===== config.mk =====
export PLATFORM = sky130hd
export DESIGN_NAME = fft_r4_16p_frame_sched
export DESIGN_NICKNAME = d
export VERILOG_FILES = /design/src/rtl/fft_r4_pkg.sv /design/src/rtl/fft_pingpong_buf.sv /design/src/rtl/fft_r4_16p_frame_sched.sv
export SDC_FILE = /design/constraint.sdc
export NUM_CORES = 2
export LEC_CHECK = 0
export CORE_ASPECT_RATIO = 0.9
export CORE_MARGIN = 3
export CORE_UTILIZATION = 35
export CTS_BUF_LIST = sky130_fd_sc_hd__clkbuf_4 sky130_fd_sc_hd__clkbuf_8 sky130_fd_sc_hd__clkbuf_16
export CTS_CLUSTER_SIZE = 10
export DETAILED_ROUTE_END_ITERATION = 6
export GPL_TIMING_DRIVEN = 0
export PLACE_DENSITY = 0.51
export SETUP_SLACK_MARGIN = 0.5
export SLEW_MARGIN = 15
export SYNTH_ARGS = -nofsm -noshare
export SYNTH_HDL_FRONTEND = slang
export SYNTH_SLANG_ARGS = --single-unit

===== constraint.sdc =====
create_clock -name clk -period 9.56 [get_ports clk]
set_input_delay 1.912 -clock clk [delete_from_list [all_inputs] [get_ports clk]]
set_output_delay 1.912 -clock clk [all_outputs]
set_load 0.03 [all_outputs]

===== src/rtl/fft_r4_pkg.sv =====
// Shared types and sizes for the 16-point radix-4 FFT input scheduler.
// The FFT frame length is fixed, so index widths are derived here once.
package fft_r4_pkg;

    localparam int DATA_W   = 32;
    localparam int N_POINTS = 16;
    localparam int GROUPS   = 4;
    localparam int IDX_W    = $clog2(N_POINTS);
    localparam int CPLX_W   = 2 * DATA_W;

    // Real part sits in the upper half of the packed word.
    typedef struct packed {
        logic signed [DATA_W-1:0] re;
        logic signed [DATA_W-1:0] im;
    } cplx_t;

    typedef enum logic [0:0] {
        IDLE  = 1'b0,
        BURST = 1'b1
    } sched_state_t;

endpackage


===== src/rtl/fft_pingpong_buf.sv =====
// Two-bank frame store: the upstream fills one bank while the other is burst out.
// Bank ownership is tracked with one full flag per bank plus write/read bank pointers.
module fft_pingpong_buf
    import fft_r4_pkg::*;
(
    input  logic              clk,
    input  logic              srst,
    input  logic              wr_en,
    input  logic [CPLX_W-1:0] wr_data,
    output logic              wr_ready,
    output logic              wr_at_last,
    input  logic [IDX_W-1:0]  rd_idx,
    input  logic              rd_free,
    output logic              rd_full,
    output logic              rd_next_full,
    output logic [CPLX_W-1:0] rd_data
);

    localparam logic [IDX_W-1:0] LAST_IDX = IDX_W'(N_POINTS - 1);

    cplx_t            mem [0:2*N_POINTS-1];
    cplx_t            rd_data_reg;
    logic [IDX_W-1:0] widx_reg;
    logic             wbank_reg;
    logic             rbank_reg;
    logic [1:0]       full_reg;
    logic [1:0]       full_next;
    logic             wr_close;

    assign wr_at_last   = (widx_reg == LAST_IDX);
    assign wr_close     = wr_en && wr_at_last;
    assign wr_ready     = ~full_reg[wbank_reg];
    assign rd_full      = full_reg[rbank_reg];
    assign rd_next_full = full_reg[~rbank_reg];
    assign rd_data      = rd_data_reg;

    // Freeing the read bank wins over closing a frame; they never hit the same bank anyway.
    genvar gi;
    generate
        for (gi = 0; gi < 2; gi++) begin : g_bank
            assign full_next[gi] = (rd_free && (rbank_reg == 1'(gi))) ? 1'b0 :
                                   (wr_close && (wbank_reg == 1'(gi))) ? 1'b1 :
                                   full_reg[gi];
        end
    endgenerate

    always_ff @(posedge clk) begin
        if (srst) begin
            widx_reg  <= '0;
            wbank_reg <= 1'b0;
            rbank_reg <= 1'b0;
            full_reg  <= '0;
        end else begin
            full_reg <= full_next;
            if (wr_en) begin
                widx_reg <= wr_close ? '0 : widx_reg + 1'b1;
                if (wr_close) begin
                    wbank_reg <= ~wbank_reg;
                end
            end
            if (rd_free) begin
                rbank_reg <= ~rbank_reg;
            end
        end
    end

    // Storage has no reset so it maps onto block RAM with a registered read port.
    always_ff @(posedge clk) begin
        if (wr_en) begin
            mem[{wbank_reg, widx_reg}] <= wr_data;
        end
        rd_data_reg <= mem[{rbank_reg, rd_idx}];
    end

endmodule


===== src/rtl/fft_r4_16p_frame_sched.sv =====
// Frame scheduler in front of the 16-point radix-4 FFT: buffers gappy input into
// ping-pong banks, bursts complete frames gaplessly and tracks FFT output groups.
module fft_r4_16p_frame_sched #(
    parameter int DATA_W      = 32,
    parameter int N_POINTS    = 16,
    parameter int FFT_LATENCY = 12,
    parameter int FRAME_W     = 8
) (
    input  logic               clk,
    input  logic               reset,
    input  logic               s_valid,
    output logic               s_ready,
    input  logic [DATA_W-1:0]  s_real,
    input  logic [DATA_W-1:0]  s_im,
    input  logic               s_last,
    output logic [DATA_W-1:0]  fft_in_real,
    output logic [DATA_W-1:0]  fft_in_im,
    output logic               fft_in_valid,
    output logic               out_valid,
    output logic [1:0]         out_group,
    output logic [FRAME_W-1:0] out_frame,
    output logic               frame_err,
    output logic               busy
);
    import fft_r4_pkg::*;

    localparam int               PIPE_W   = FFT_LATENCY - 1;
    localparam logic [IDX_W-1:0] LAST_IDX = IDX_W'(N_POINTS - 1);

    sched_state_t       state_reg, state_next;
    logic [IDX_W-1:0]   ridx_reg, ridx_next;
    logic               rd_go;
    logic               rd_free;
    logic               rd_full;
    logic               rd_next_full;
    logic               wr_en;
    logic               wr_ready;
    logic               wr_at_last;
    cplx_t              wr_word;
    cplx_t              rd_word;
    logic [CPLX_W-1:0]  rd_data;
    logic               fft_valid_reg;
    logic               start_reg;
    logic [PIPE_W-1:0]  pipe_reg;
    logic [PIPE_W-1:0]  pipe_next;
    logic               out_valid_reg;
    logic [1:0]         out_group_reg;
    logic [FRAME_W-1:0] out_frame_reg;
    logic               frame_err_reg;

    assign s_ready    = ~reset & wr_ready;
    assign wr_en      = s_valid & s_ready;
    assign wr_word.re = s_real;
    assign wr_word.im = s_im;
    assign rd_word    = rd_data;

    fft_pingpong_buf u_pingpong (
        .clk          (clk),
        .srst         (reset),
        .wr_en        (wr_en),
        .wr_data      (wr_word),
        .wr_ready     (wr_ready),
        .wr_at_last   (wr_at_last),
        .rd_idx       (ridx_reg),
        .rd_free      (rd_free),
        .rd_full      (rd_full),
        .rd_next_full (rd_next_full),
        .rd_data      (rd_data)
    );

    // ridx_reg is the address being read this cycle; the sample appears on fft_in_* next cycle.
    always_comb begin
        state_next = state_reg;
        ridx_next  = ridx_reg;
        rd_free    = 1'b0;
        rd_go      = 1'b0;
        case (state_reg)
            IDLE: begin
                if (rd_full) begin
                    rd_go      = 1'b1;
                    state_next = BURST;
                    ridx_next  = IDX_W'(1);
                end
            end
            BURST: begin
                rd_go = 1'b1;
                if (ridx_reg == LAST_IDX) begin
                    rd_free    = 1'b1;
                    ridx_next  = '0;
                    state_next = rd_next_full ? BURST : IDLE;
                end else begin
                    ridx_next = ridx_reg + 1'b1;
                end
            end
            default: state_next = IDLE;
        endcase
    end

    always_ff @(posedge clk) begin
        if (reset) begin
            state_reg     <= IDLE;
            ridx_reg      <= '0;
            fft_valid_reg <= 1'b0;
            start_reg     <= 1'b0;
            frame_err_reg <= 1'b0;
        end else begin
            state_reg     <= state_next;
            ridx_reg      <= ridx_next;
            fft_valid_reg <= rd_go;
            start_reg     <= rd_go && (ridx_reg == '0);
            if (wr_en && (s_last != wr_at_last)) begin
                frame_err_reg <= 1'b1;
            end
        end
    end

    // Start marker travels alongside the FFT pipeline; the output register adds the last clock.
    assign pipe_next[0] = start_reg;
    genvar gi;
    generate
        for (gi = 1; gi < PIPE_W; gi++) begin : g_pipe
            assign pipe_next[gi] = pipe_reg[gi-1];
        end
    endgenerate

    always_ff @(posedge clk) begin
        if (reset) begin
            pipe_reg      <= '0;
            out_valid_reg <= 1'b0;
            out_group_reg <= '0;
            out_frame_reg <= '0;
        end else begin
            pipe_reg <= pipe_next;
            if (pipe_reg[PIPE_W-1]) begin
                out_valid_reg <= 1'b1;
                out_group_reg <= '0;
            end else if (out_valid_reg) begin
                if (out_group_reg == 2'(GROUPS - 1)) begin
                    out_valid_reg <= 1'b0;
                    out_group_reg <= '0;
                    out_frame_reg <= out_frame_reg + 1'b1;
                end else begin
                    out_group_reg <= out_group_reg + 1'b1;
                end
            end
        end
    end

    assign fft_in_valid = fft_valid_reg;
    assign fft_in_real  = fft_valid_reg ? rd_word.re : '0;
    assign fft_in_im    = fft_valid_reg ? rd_word.im : '0;
    assign out_valid    = out_valid_reg;
    assign out_group    = out_group_reg;
    assign out_frame    = out_frame_reg;
    assign frame_err    = frame_err_reg;
    assign busy         = rd_full | rd_next_full | (state_reg != IDLE) | fft_valid_reg
                        | start_reg | (|pipe_reg) | out_valid_reg;

endmodule


### Word level (Yosys, flattened, before mapping)

Memory sizes are Yosys's and may differ from the RTL's. A register that Yosys moved wholly into a read port is not among the register bits.
Index checks and enable logic that the tools add are counted.

| cells by class | value |
|---|---|
| $add $sub $neg | 4 |
| order comparisons | 3 |
| shifts and indexed selects | 0 |
| reduce and logical (&&, ||, !) cells | 14 |
| bitwise logic cells | 14 |
| $mul | 0 |
| div/mod/pow operators | 0 |
| multiplexer cells | 25 |
| equal/unequal tests | 5 |

Operators with widths:

| cell | number |
|---|---|
| $mux W32 | 2 |
| $mux W1 | 16 |
| $mux W4 | 3 |
| $reduce_or A11 Y1 | 1 |
| $add A4 B1 Y4 const B | 2 |
| $add A8 B1 Y8 const B | 1 |
| $eq A4 B4 Y1 const B | 2 |
| $pmux W4 S2 | 1 |
| $logic_and A1 B1 Y1 | 7 |
| $lt A1 B2 Y1 const B | 3 |
| $not A1 Y1 | 6 |
| $or A1 B1 Y1 | 6 |
| $reduce_or A2 Y1 | 3 |
| $logic_not A4 Y1 | 1 |
| $pmux W1 S2 | 2 |
| $reduce_and A3 Y1 | 1 |
| $add A2 B1 Y2 const B | 1 |
| $and A1 B1 Y1 | 2 |
| $eq A2 B2 Y1 const B | 1 |
| $mux W2 | 1 |
| $ne A2 B2 Y1 const B | 1 |
| $reduce_and A2 Y1 | 1 |
| $ne A1 B1 Y1 | 1 |

| storage, ports and cells | value |
|---|---|
| RAM bits | 2,048 |
| memories kept | 1 |
| bits in registers | 38 |
| bits in latches | 0 |
| memory bits (read-only) | 0 |
| bits of input ports | 68 |
| word-level logic and storage cells | 80 |
| output and inout port bits | 79 |

Memory list:

| name | depth | width | rd ports | clocked after memory_dff | wr ports | RTL line | RTL |
|---|---|---|---|---|---|---|---|
| u_pingpong.mem | 32 | 64 | 1 | 1 | 1 | fft_pingpong_buf.sv:21 | `cplx_t mem [0:2*N_POINTS-1];` |

### Depth between registers and ports, before layout

| logic depth | value |
|---|---|
| depth in word-level cells | 9 |
| gate-level depth with buffers | 9 |
| mapped depth without buffers | 5 |

### Hierarchy

A second synthesis with hierarchy kept.

| second synthesis, totals | value |
|---|---|
| cell total of the unflattened synthesis | 3,590 |
| area total of the unflattened synthesis | 80,255.7 µm² |

Modules (own cells, without submodules):

| module | sequential area each (µm²) | cells each | area each (µm²) | times used |
|---|---|---|---|---|
| fft_pingpong_buf | 62,940.4 | 3,398 | 78,655.4 | 1 |
| fft_r4_16p_frame_sched | 600.6 | 192 | 1,600.3 | 1 |

### Least setup slack after synthesis

Ideal clock, no wire load.

| timing | value |
|---|---|
| path type | input -> register |
| start | input s_valid |
| end | memory u_pingpong.mem[14][0] in the netlist's numbering (enable) |
| slack | 3,791 ps |
| cell stages on the path | 5 |
| path buffers | 1 |
| data arrival time | 5,283 ps |
| required time | 9,073 ps |
| setup time | 487 ps |
| cell sequence | nor2b_1 -> and2_1 -> buf_2 -> nand2_1 -> nor2_1 |

| on the way | value |
|---|---|
| word-level cells in the longest chain between the ends | 3 |

Ends and longest elaborated chain:

| what | RTL line | RTL |
|---|---|---|
| start: declaration | fft_r4_16p_frame_sched.sv:11 | `input logic s_valid,` |
| $and A1 B1 Y1 | fft_r4_16p_frame_sched.sv:52 | `assign wr_en = s_valid & s_ready;` |
| $mux W1 | fft_pingpong_buf.sv:69 | `if (wr_en) begin` |
| $mux W1 (not written as such) | fft_pingpong_buf.sv:70 | `mem[{wbank_reg, widx_reg}] <= wr_data;` |
| end: declaration | fft_pingpong_buf.sv:21 |  |

No other way between the ends.

### Final worst setup path

| timing | value |
|---|---|
| start | register fft_valid_reg (netlist: fft_in_valid) |
| end | output fft_in_im[4] |

| on the way | value |
|---|---|
| word-level cells in the longest chain between the ends | 1 |

Ends and longest elaborated chain:

| what | RTL line | RTL |
|---|---|---|
| start: declaration | fft_r4_16p_frame_sched.sv:42 | `logic fft_valid_reg;` |
| start signal: assignment | fft_r4_16p_frame_sched.sv:109 | `fft_valid_reg <= rd_go;` |
| $mux W32 | fft_r4_16p_frame_sched.sv:151 | `assign fft_in_im = fft_valid_reg ? rd_word.im : '0;` |
| end: declaration | fft_r4_16p_frame_sched.sv:17 | `output logic [DATA_W-1:0] fft_in_im,` |

No other way between the ends.

==> summary.txt <==
Outcome
  – Status: complete, no violations

Timing
  – Final period utilization: 59.72%
  – Setup ws final: 3.851 ns
  – Final count of hold timing violations: 0
  – Slew Limit Fails: 0
  – F_max: 175.2 MHz
  – Tmin final: 5.709 ns
  – RSZ-0062 raised after global routing: no
  – Setup-failing EPs final: 0
  – Worst Tran Pin Value: 1.201 ns
  – Relative slew slack: 19.96%
  – WHS: 0.4665 ns
  – Layout Skew: 0.03684 ns

Yosys
  – Post-synthesis async set-or-reset flop share: 0%
  – Multiplexer share of the synthesized area: 13.97%
  – #FFs+latches synth: 2,150
  – Sequential share of the synthesized area: 78.28%
  – Top area cells in the synthesized netlist: edfxtp_1 (76%), mux4_2 (9.8%), dfxtp_1 (2.5%), mux2i_1 (2.4%), mux2_2 (1.8%)
  – Netlist cell types: 50
  – Synth Area in Simple Gates: 1.620%
  – Cell count after synthesis: 3,790
  – Post-Syn Area: 81,170 sq um
  – Largest family of logic cells by synthesized area: multiplexers
  – Synthesized Nets: 3,866
  – Post-Syn Area per Cell: 21.42 sq um
  – Post-synth EDFFs: 2,048
  – Synth warn: 0
  – Share of the synthesized area in the top cell type: 75.77%
  – Post-Synth Adder-Cell Area: 0.1233%
  – Dominant synthesized flop cell: edfxtp_1
  – Cell accounting for the most synthesized area: edfxtp_1
  – Synth Area in Compound Gates: 4.150%
  – Post-Synth XOR/XNOR Area: 0.1079%

Run
  – MaxCap Viol Count: 0

Setup path
  – Worst Path Arrival: 3.80 ns
  – Startpoint Class: flip-flop
  – CP max FO: 10
  – Origin of the critical flop-to-flop path: u_pingpong.wbank_reg
  – Worst path required time: 7.65 ns
  – R2R cell count: 9
  – WS Path Type: flip-flop to primary output
  – Setup crit end kind: primary output
  – Reg-to-Reg End: u_pingpong.mem[26][14]
  – Register-to-register setup slack: 5.65 ns

Place
  – Post-DP Area: 89,340 sq um
  – Dpl ws: 4.051 ns
  – Placer Congestion: 0.7365
  – # port buffers: 146
  – Hpwl dp: 148,100 um
  – Dpl cells: 7,098

CTS
  – Number of hold buffers added after CTS: 0
  – Worst-Skew Late Latency: 0.87 ns
  – # H-tree levels: 4
  – Post-CTS Resized: 0
  – CTS Buf Count: 237
  – Clk pin slew, worst setup/hold paths: 0.06 ns
  – Post-CTS Setup Inserts: 0
  – Sink Count: 2,150
  – Clock Path Buffers: 3
  – Clk root buf: clkbuf_16
  – CTS tree: built

Pwr
  – Combinational power share: 1.2%
  – PwrDens: 199.9 nW/um^2
  – Pint: 15,570 uW
  – Peak VDD IR: 0.1907 mV
  – Sw frac: 19.61%
  – Clock share of power: 45.3%
  – PnR Total Power: 19,360 uW
  – LEAKAGE: 0.02974 uW
  – Sequential power share: 53.5%
  – NetSw: 3797 uW

Floorplan
  – Row count: 167
  – Die area: 237,700 sq um
  – CORE AREA: 230,500 sq um
  – Chip Width: 513.6 um
  – Chip height: 462.9 um
  – Initial Util: 35.22%
  – I/O Pins: 147

Finish
  – Final #Nets: 4,371
  – Final design instance area without fill: 96,850 sq um
  – Register Area: 63,540 sq um
  – Max FFs per register: 2,048
  – Share of cells above drive strength 1: 27.96%
  – Most common cell after layout, fill and taps aside: edfxtp_1
  – Multi-input combinational cell area: 16,450 sq um
  – Finished Layout Cells: 7,537
  – Area grow syn2layout: 19.33%
  – Fillers: 20,050
  – Most frequent cells in the layout: edfxtp_1 (2,048), mux4_2 (353), clkbuf_16 (239)

Routing
  – Iteration-0 DRC Markers: 4,218
  – Drt pass-1 iters: 6
  – Vias: 40,180
  – Drt via density: 5.331
  – Avg WL per Cell: 29.40 um
  – Detailed-route DRC error count: 0
  – DRT Wirelength: 221,600 um
  – Antenna Nets Post-Route: 0

GRT
  – Grt ovf: 0
  – Largest net degree at the start of global routing: 33
  – Number of global-route vias before repair: 41,170
  – Tot GR Track Use: 18.44%
  – First-pass GRT wire length: 314,700 um
  – Initial antenna violation count: 18

Worst hold path
  – Hold Crit Class: flip-flop to flip-flop
  – Worst hold endpoint: pipe_reg[9]
  – Hold Crit Depth: 1
  – Beginning of the worst hold path: pipe_reg[8]
==> logic make-up (layout without fill, tap and decap cells) <==
group           count (synthesis)  after routing
flops                        2150           2150
simple gates                  248            248
mux                           675            675
other cells                     0             17
xor+xnor                       10             10
compound gates                470            470
buf+inv                       229            917
fa+ha+maj                       8              8
==> routing by layer <==
layer  vias up  global-route usage (%)  wire length, um
li1      16980                       -                -
met1     21550                   26.97           100100
met2      1373                   28.46           101900
met3       263                   3.513            14790
met4        10                   4.548             4686
met5         -                       0               69
==> cells in the mapped netlist, types with 23 or more instances <==
cell type  number
clkbuf_1       56
a221o_1        47
a22oi_1        64
edfxtp_1     2048
mux2i_1       192
dfxtp_1       102
a22o_1         47
o22ai_1       175
nor2_1         58
and2_1         68
buf_6          23
nand2_1        34
a211oi_1       50
a21oi_1        57
mux2_2        130
buf_2         100
mux4_2        353
buf_4          29
==> through the flow <==
step                      utilization (%)  TNS [ns]
after floorplan                         -         0
after global placement              37.50  -1548.07
after global routing                42.01         0
after CTS                           42.05         0
after detailed placement            38.76         0
final                               42.02         0
==> how the worst max path moves through the flow <==
stage                            start                endpoint  slack [ns]  depth (start not counted)
final                     fft_in_valid            fft_in_im[4]        3.85                          5
after floorplan                s_valid   u_pingpong.mem[14][0]        3.79                          5
after global placement           reset  u_pingpong.mem[21][24]       -1.52                          6
after detailed placement         reset                 s_ready        4.05                          4
after global routing      fft_in_valid            fft_in_im[4]        3.83                          5
after CTS                 fft_in_valid            fft_in_im[4]        3.72                          5
==> layout make-up <==
type | count | share of cell area (%)
antenna | 17 | 0.04392
buffer | 222 | 1.446
clock buffer | 405 | 7.494
clock inverter | 17 | 0.3255
inverter | 7 | 0.02713
multi-input combinational | 1411 | 16.98
sequential | 2150 | 65.61
tap | 3042 | 3.930
timing repair buffer | 266 | 4.147
==> critical path, stage by stage, from the launching register on <==
cell and delay (ns):
dfxtp_1 0.38, clkbuf_2 0.41, buf_16 0.21, clkbuf_1 0.70, and2_1 0.47, clkdlybuf4s50_1 0.76
==> power by group through the flow <==
stage | Combinational (uW) | Clock [uW] | Sequential, uW
global route | 250 | 9360 | 10400
CTS | 234 | 8980 | 10400
global placement | 211 | 0 | 10600
finish | 227 | 8780 | 10400
floorplan | 44.9 | 0 | 10500
detailed placement | 234 | 0 | 10600
(Power assumes the default switching activity.)
